## src/rtl/hex_result_tx.sv

```systemverilog
// Serialises a captured {remainder, quotient} divider result as an ASCII hex line
// "<QUO> <REM><EOL>" over a valid/ready byte stream.
module hex_result_tx #(
  parameter int unsigned WIDTH = 32,
  parameter bit          UPPER = 1'b1,
  parameter bit          CRLF  = 1'b1
) (
  input  logic             clk,
  input  logic             rst,
  input  logic [WIDTH-1:0] result,
  input  logic             alu_done,
  output logic [7:0]       tx_data,
  output logic             tx_valid,
  input  logic             tx_ready,
  output logic             busy,
  output logic             drop
);

  localparam int unsigned HW = WIDTH / 2;
  localparam int unsigned ND = WIDTH / 8;
  localparam int unsigned CW = (ND > 1) ? $clog2(ND) : 1;
  localparam int unsigned SW = CW + 2;

  typedef enum logic [2:0] {
    S_IDLE,
    S_QUO,
    S_SP,
    S_REM,
    S_CR,
    S_LF
  } state_t;

  state_t           state_q, state_d;
  logic [CW-1:0]    cnt_q, cnt_d;
  logic [WIDTH-1:0] res_q, res_d;
  logic [7:0]       tx_data_q, tx_data_d;
  logic             tx_valid_q, tx_valid_d;
  logic             busy_q, busy_d;
  logic             drop_q, drop_d;
  logic             fire;

  function automatic logic [7:0] hex_ascii(input logic [3:0] n);
    logic [7:0] base;
    base = UPPER ? 8'h41 : 8'h61;
    if (n < 4'd10) return 8'h30 + 8'(n);
    else           return base + 8'(n) - 8'd10;
  endfunction

  // Byte offered for a given position in the line; digit k is MSB nibble first.
  function automatic logic [7:0] line_byte(input state_t s, input logic [CW-1:0] k,
                                           input logic [WIDTH-1:0] r);
    logic [HW-1:0] fld;
    logic [SW-1:0] sh;
    logic [3:0]    nib;
    fld = (s == S_REM) ? r[WIDTH-1:HW] : r[HW-1:0];
    sh  = {CW'(ND - 1) - k, 2'b00};
    nib = 4'(fld >> sh);
    case (s)
      S_QUO, S_REM: return hex_ascii(nib);
      S_SP:         return 8'h20;
      S_CR:         return 8'h0D;
      S_LF:         return 8'h0A;
      default:      return 8'h00;
    endcase
  endfunction

  always_comb begin
    state_d = state_q;
    cnt_d   = cnt_q;
    res_d   = res_q;
    fire    = tx_valid_q & tx_ready;
    drop_d  = alu_done && (state_q != S_IDLE);
    case (state_q)
      S_IDLE: begin
        if (alu_done) begin
          res_d   = result;
          state_d = S_QUO;
          cnt_d   = '0;
        end
      end
      S_QUO: begin
        if (fire) begin
          if (cnt_q == CW'(ND - 1)) begin
            state_d = S_SP;
            cnt_d   = '0;
          end else begin
            cnt_d = CW'(cnt_q + 1'b1);
          end
        end
      end
      S_SP: begin
        if (fire) state_d = S_REM;
      end
      S_REM: begin
        if (fire) begin
          if (cnt_q == CW'(ND - 1)) begin
            state_d = CRLF ? S_CR : S_LF;
            cnt_d   = '0;
          end else begin
            cnt_d = CW'(cnt_q + 1'b1);
          end
        end
      end
      S_CR: begin
        if (fire) state_d = S_LF;
      end
      S_LF: begin
        if (fire) state_d = S_IDLE;
      end
      default: begin
        state_d = S_IDLE;
        cnt_d   = '0;
      end
    endcase
    // Outputs are precomputed from next state so they are registered and hold during stalls.
    tx_data_d  = line_byte(state_d, cnt_d, res_d);
    tx_valid_d = (state_d != S_IDLE);
    busy_d     = (state_d != S_IDLE);
  end

  always_ff @(posedge clk or posedge rst) begin
    if (rst) begin
      state_q    <= S_IDLE;
      cnt_q      <= '0;
      res_q      <= '0;
      tx_data_q  <= 8'h00;
      tx_valid_q <= 1'b0;
      busy_q     <= 1'b0;
      drop_q     <= 1'b0;
    end else begin
      state_q    <= state_d;
      cnt_q      <= cnt_d;
      res_q      <= res_d;
      tx_data_q  <= tx_data_d;
      tx_valid_q <= tx_valid_d;
      busy_q     <= busy_d;
      drop_q     <= drop_d;
    end
  end

  assign tx_data  = tx_data_q;
  assign tx_valid = tx_valid_q;
  assign busy     = busy_q;
  assign drop     = drop_q;

endmodule

```

## config.mk

```make
export PLATFORM = sky130hd
export DESIGN_NAME = hex_result_tx
export DESIGN_NICKNAME = d
export VERILOG_FILES = /design/src/rtl/hex_result_tx.sv
export SDC_FILE = /design/constraint.sdc
export NUM_CORES = 1
export LEC_CHECK = 0
export BUFFER_PORTS_ARGS = -buffer_cell sky130_fd_sc_hd__clkbuf_2
export CAP_MARGIN = 20
export CORE_MARGIN = 4
export CORE_UTILIZATION = 55
export DETAILED_ROUTE_END_ITERATION = 6
export GPL_TIMING_DRIVEN = 0
export PLACE_DENSITY = 0.91
export RECOVER_POWER = 50
export SYNTH_ARGS = -nofsm -noshare
export SYNTH_HDL_FRONTEND = slang
export SYNTH_SLANG_ARGS = --single-unit
```

## constraint.sdc

```tcl
create_clock -name clk -period 6.2 [get_ports clk]
set_input_delay 0.93 -clock clk [delete_from_list [all_inputs] [get_ports clk]]
set_output_delay 0.93 -clock clk [all_outputs]
set_load 0.01 [all_outputs]
```

==> results of run 1 <==
-- sequential cells by signal (all words and copies together), names as in the netlist --
name     cells
tx_data      7
cnt_q        2
busy         1
drop         1
res_q       32
state_q      3
-- per-layer routing --
layer	track usage, %	part of all wire, %	vias to the layer above	wire length [um]
met5	0	0	-	0
met4	7.24	1.2	0	62
met3	4.92	7.1	8	358
li1	-	-	948	-
met1	25.7	42	898	2120
met2	34.6	49	66	2480
-- cell type report --
cell class	instances	area share, %
Tap cell	50	2.28
Timing Repair Buffer	46	8.31
Multi-Input combinational cell	187	40.3
Sequential cell	46	42.0
Clock inverter	2	0.457
Inverter	6	0.822
Clock buffer	6	3.01
Buffer	15	2.83
-- critical path, delay by kind of cell --
kind                     cells  cell delay, ns
AO/OA/AOI/OAI                3            0.72
buffers and inverters        3            0.71
multiplexers                 1            0.20
adder cells (fa/ha/maj)      1            0.24
AND/OR/NAND/NOR              3            0.61
-- power by group --
part           leakage, nW  switching (mW)  internal (mW)
Combinational        0.781           0.452          0.371
Sequential           0.565          0.0727          0.440
Clock               0.0472           0.101         0.0896
-- placed cells by master (no fill, tap or decap), drive strengths merged, types with 3 or more instances in the layout --
master	netlist	final
nor2	13	13
dfrtp	46	46
buf	7	6
clkbuf	8	61
a31oi	3	3
inv	6	6
mux2i	10	10
o21ai	9	9
nand2b	3	3
nor3b	3	3
a21oi	11	11
mux2	7	7
nand2	93	93
nor3	5	5
-- worst min-delay path by stage --
| stage | end | slack [ns] |
|---|---|---|
| finish | res_q[0] | 0.47 |
| global route | res_q[20] | 0.50 |
| CTS | res_q[0] | 0.48 |
| detailed placement | res_q[0] | 0.46 |
| global placement | res_q[16] | 0.45 |
| floorplan | res_q[16] | 0.44 |
-- stage by stage --
step / total power [mW] / area (um2) / setup slack, ns
2_1_floorplan: 1.15 / 2360 / 3.23
3_3_place_gp: 1.30 / 2650 / 2.80
3_5_place_dp: 1.34 / 2680 / 2.69
4_1_cts: 1.53 / 2770 / 2.98
5_1_grt: 1.65 / 2740 / 2.79
6_report: 1.53 / 2740 / 2.96
-- kinds of logic after synthesis --
kind of cell | count (synthesis) | share of synthesized area [%]
AOI/OAI and AO/OA | 38 | 12.3
xor gates and xnor gates | 2 | 0.742
adders and majority gates | 2 | 1.06
buffers and inverters | 21 | 4.55
DFF | 46 | 48.7
muxes | 18 | 8.53
other | 1 | 0.159
and+or+nand+nor | 126 | 23.9
==> run_results.csv, run 1 <==
group,metric,value,unit
cts,cts_tree,"built",
finish,multi_input_area,1100,um2
cts,post_cts_resized,0,
sta,hold_ws,0.474,ns
detailed_routing,routed_wl,5020,um
finish,final_core_util,67.1,%
die,io_pins,47,
place,gp_congestion,0.884,
finish,fin_nets,345,
place,placed_cells,350,
sta,max_freq,309,MHz
finish,layout.cells.non_filler,358,
worst_setup_path,end_kind,"flip-flop",
yosys,synth.most_common_cell,"nand2_1",
yosys,synth_nets,292,
worst_setup_path,path_max_fanout,10,
cts,cts_buffer_depth,2,
min_path,min_path_type,"flip-flop to flip-flop",
sta,rsz0062_at_grt,"false",
sta,maxSlewViolCount,0,
detailed_routing,wl_per_cell,14.0,um
worst_setup_path,crit_type,"primary input to flip-flop",
worst_setup_path,rrSetupSlack,3.11,ns
detailed_routing,drc_errors,0,
cts,cts-root-buf,"clkbuf_8",
worst_setup_path,rr_worst_depth,11,
sta,hold_violations,0,
worst_setup_path,reg2reg_to,"tx_data[2]",
run,maxCapViolCount,0,
power,max-vdd-ir-drop,0.293,mV
yosys,netlist_area,2360,um2
sta,finalCritPeriodShare,52.3,%
min_path,worst_hold_startpoint,"res_q[0]",
yosys,ys_seq_area_share,48.7,%
place,portBuffers,45,
grt,grt_pass1_wl,8550,um
cts,cts_made_buffers,5,
worst_setup_path,reg2reg_from,"state_q[2]",
run_status,status,"completed",
detailed_routing,drt_iter0_drc,108,
sta,setup_tns,0,ns
die,chipHeight,73.5,um
worst_setup_path,crit_required,6.37,ns
die,rows,23,
die,initial_core_util,57.8,%
die,die_area,5410,um2
yosys,synth-edff-count,0,
yosys,synth.yosys.warnings,0,
worst_setup_path,cpMaxStageDelayCell,"nor4b_4",
cts,hold_buffers,0,
grt,grt_max_degree,25,
yosys,yosys.area.top_type,"dfrtp_1",
cts,clk_latency,0.31,ns
yosys,async_flop_share,100,%
finish,seq_area,1150,um2
detailed_routing,ant_nets,0,
yosys,synth_ff_type,"dfrtp_1",
finish,layout-drive-gt1-share,25.0,%
yosys,synth_commonest_cells,"nand2_1, dfrtp_1, nor2_1",
worst_setup_path,startpoint,"alu_done",
finish,fillerInstances,349,
cts,clkSlewWorstSetupHoldPaths,0.08,ns
cts,clkSinkCount,46,
grt,grt_pass1_vias,1913,
finish,insertedDiodeCount,0,
place,hpwl,3770,um
detailed_routing,vias,1920,
worst_setup_path,worstPathCellList,"clkbuf_2 > nor4b_4 > clkbuf_1 > nor3_1 > o31a_1 > o2bb2ai_1 > inv_1 > ha_1 > nand2_1 > mux2i_1 > o21ai_1",
min_path,holdPathStages,2,
yosys,yosysTopAreaCellShare,48.7,%
grt,grtUsageTotal,20.6,%
yosys,syn_inst,254,
sta,setup_viol,0,
worst_setup_path,cp-endpoint,"tx_data[2]",
detailed_routing,dr.pass1.iters,4,
die,die_w,73.5,um
worst_setup_path,cp-start-kind,"primary input",
yosys,avgSynthCellArea,9.30,um2
cts,cts_htree_levels,2,
sta,slew-limit-headroom,18.1,%
power,p_leak,1.39,nW
sta,worstMarginPinSlew,1.23,ns
finish,area_growth,16.0,%
grt,grt_overflow_total,0,
cts,cts_setup_buffers,0,
yosys,ys_types,49,
sta,skew,0.0130,ns
die,core_area,4090,um2
detailed_routing,viasPerCell,5.36,
sta,min_period,3.24,ns
power,power.density,557,nW/um2
worst_setup_path,max_stage_delay,0.43,ns
yosys,synth_area_leaders,"dfrtp_1, nand2_1, mux2i_1",
yosys,ys_ff_latch,46,
grt,antenna_found_initial,0,
worst_setup_path,worst_ep_arrival_time,3.41,ns
Note: power is estimated with default switching activity, not from simulation.
==> run 2, diff against run 1 <==
Clock period 6.2 ns to 3.29 ns, I/O delays scaled along.
==> run 2 against run 1 <==
  * Die area stayed put
  * Clock power is 88% higher
  * Non-clock buffer count stayed put
  * Core utilization is 0.092 points higher
  * Sequential power is 88% higher
  * Register-to-register slack worse by 2.8 ns
  * Global-route usage stayed put
  * Clock skew hardly changed
  * Critical path type is now flip-flop to flip-flop
  * Largest power group unchanged
  * Highest routed layer unchanged
==> run_results.csv, run 2 (synthesis gave the netlist of run 1 again) <==
group,metric,value,unit
finish,insertedDiodeCount,0,
detailed_routing,drt_iter0_drc,122,
worst_setup_path,path_max_fanout,10,
cts,cts_tree,"built",
detailed_routing,viasPerCell,5.35,
worst_setup_path,crit_type,"flip-flop to flip-flop",
cts,clkSinkCount,46,
detailed_routing,routed_wl,5050,um
finish,largest_register_ffs,32,
run_status,status,"completed",
min_path,min_path_type,"primary input to async pin",
detailed_routing,wl_per_cell,14.1,um
grt,grt_pass1_wl,8550,um
die,rows,23,
sta,min_period,3.00,ns
die,core_area,4090,um2
finish,layout-drive-gt1-share,24.4,%
cts,cts_setup_buffers,0,
sta,finalCritPeriodShare,91.2,%
detailed_routing,ant_nets,0,
sta,slew-limit-headroom,18.1,%
detailed_routing,dr.pass1.iters,4,
detailed_routing,drc_errors,0,
die,die_w,73.5,um
sta,hold_violations,0,
power,max-vdd-ir-drop,0.553,mV
sta,worstMarginPinSlew,1.23,ns
finish,layout_commonest_cell,"nand2_1",
die,die_area,5410,um2
sta,setup_tns,0,ns
worst_setup_path,startpoint,"cnt_q[1]",
die,initial_core_util,57.8,%
sta,rsz0062_at_grt,"false",
worst_setup_path,crit_required,3.46,ns
cts,cts-root-buf,"clkbuf_8",
place,gp_congestion,0.884,
worst_setup_path,rrSetupSlack,0.29,ns
sta,maxSlewViolCount,0,
cts,hold_buffers,0,
cts,clkSlewWorstSetupHoldPaths,0.09,ns
grt,grt_overflow_total,0,
cts,clk_latency,0.31,ns
power,power,2.88,mW
worst_setup_path,cp-start-kind,"flip-flop",
sta,skew,0.0128,ns
grt,antenna_found_initial,0,
power,p_leak,1.39,nW
finish,area_growth,16.2,%
cts,cts_buffer_depth,2,
cts,cts_made_buffers,5,
sta,max_freq,333,MHz
worst_setup_path,end_kind,"flip-flop",
die,chipHeight,73.5,um
cts,post_cts_resized,0,
power,power.density,1050,nW/um2
worst_setup_path,worst_ep_arrival_time,3.17,ns
finish,top_register,"res_q",
grt,grt_max_degree,25,
finish,fillerInstances,352,
sta,setup_viol,0,
die,io_pins,47,
place,portBuffers,45,
place,hpwl,3770,um
finish,final_cell_mix,"nand2_1, dfrtp_1, clkbuf_2",
detailed_routing,vias,1916,
worst_setup_path,reg2reg_from,"cnt_q[1]",
run,maxCapViolCount,0,
cts,cts_htree_levels,2,
grt,grt_pass1_vias,1913,
grt,grtUsageTotal,20.6,%
finish,fin_nets,345,
[run 2: changes by cell type in the layout (fill, tap and decap cells not counted), sizes merged]
cell	change
clkbuf	-1
buf	+1
[run 2: power breakdown]
group          switching, mW  internal [mW]  total [mW]
logic                  0.859          0.698        1.56
clock network          0.189          0.169       0.358
registers              0.138          0.829       0.967
total                   1.19           1.70        2.88
[run 2: through the flow]
| step | setup slack [ns] | hold slack, ns | utilization, % | instances | area [um2] |
|---|---|---|---|---|---|
| after floorplan | 0.736 | 0.436 | - | 254 | 2360 |
| after global placement | 0.323 | 0.453 | 64.9 | 349 | 2650 |
| after detailed placement | 0.220 | 0.457 | 65.5 | 350 | 2680 |
| after CTS | 0.299 | 0.215 | 67.9 | 358 | 2770 |
| after global routing | 0.0626 | 0.373 | 67.1 | 358 | 2740 |
| final | 0.290 | 0.331 | 67.1 | 358 | 2740 |
[run 2: worst paths after layout]
kind | cells past startpoint | to
worst max-delay path | 12 | tx_data[2]
worst min-delay path | 2 | res_q[15]
worst max register to register | 12 | tx_data[2]
worst min register to register | 2 | res_q[0]
max in group asynchronous | 3 | res_q[22]
min in group clk | 3 | res_q[19]
[run 2: metal layers]
metal / vias to the layer above / track usage, % / share of wire [%]
met5: - / 0 / 0
met3: 7 / 4.92 / 7.4
li1: 950 / - / -
met4: 0 / 7.24 / 1.2
met2: 61 / 34.6 / 49
met1: 898 / 25.7 / 42
[run 2: worst max-delay path: stages (launching register included)]
cell,delay [ns]
dfrtp_1,0.43
ha_1,0.25
nand4_1,0.17
nor3b_4,0.46
buf_4,0.30
mux2i_1,0.12
a22oi_1,0.18
o2bb2ai_1,0.24
inv_1,0.14
ha_1,0.24
nand2_1,0.08
mux2i_1,0.20
o21ai_1,0.07
[run 2: layout make-up]
class | instances | area (um2) | share of cell area, %
flip-flops and latches | 46 | 1150 | 42.0
repair buffers | 46 | 224 | 8.16
clock buffers | 6 | 82.6 | 3.01
inverters | 6 | 22.5 | 0.821
multi-input cells | 187 | 1100 | 40.2
plain buffers | 15 | 85.1 | 3.10
well taps | 50 | 62.6 | 2.28
clock inverters | 2 | 12.5 | 0.456
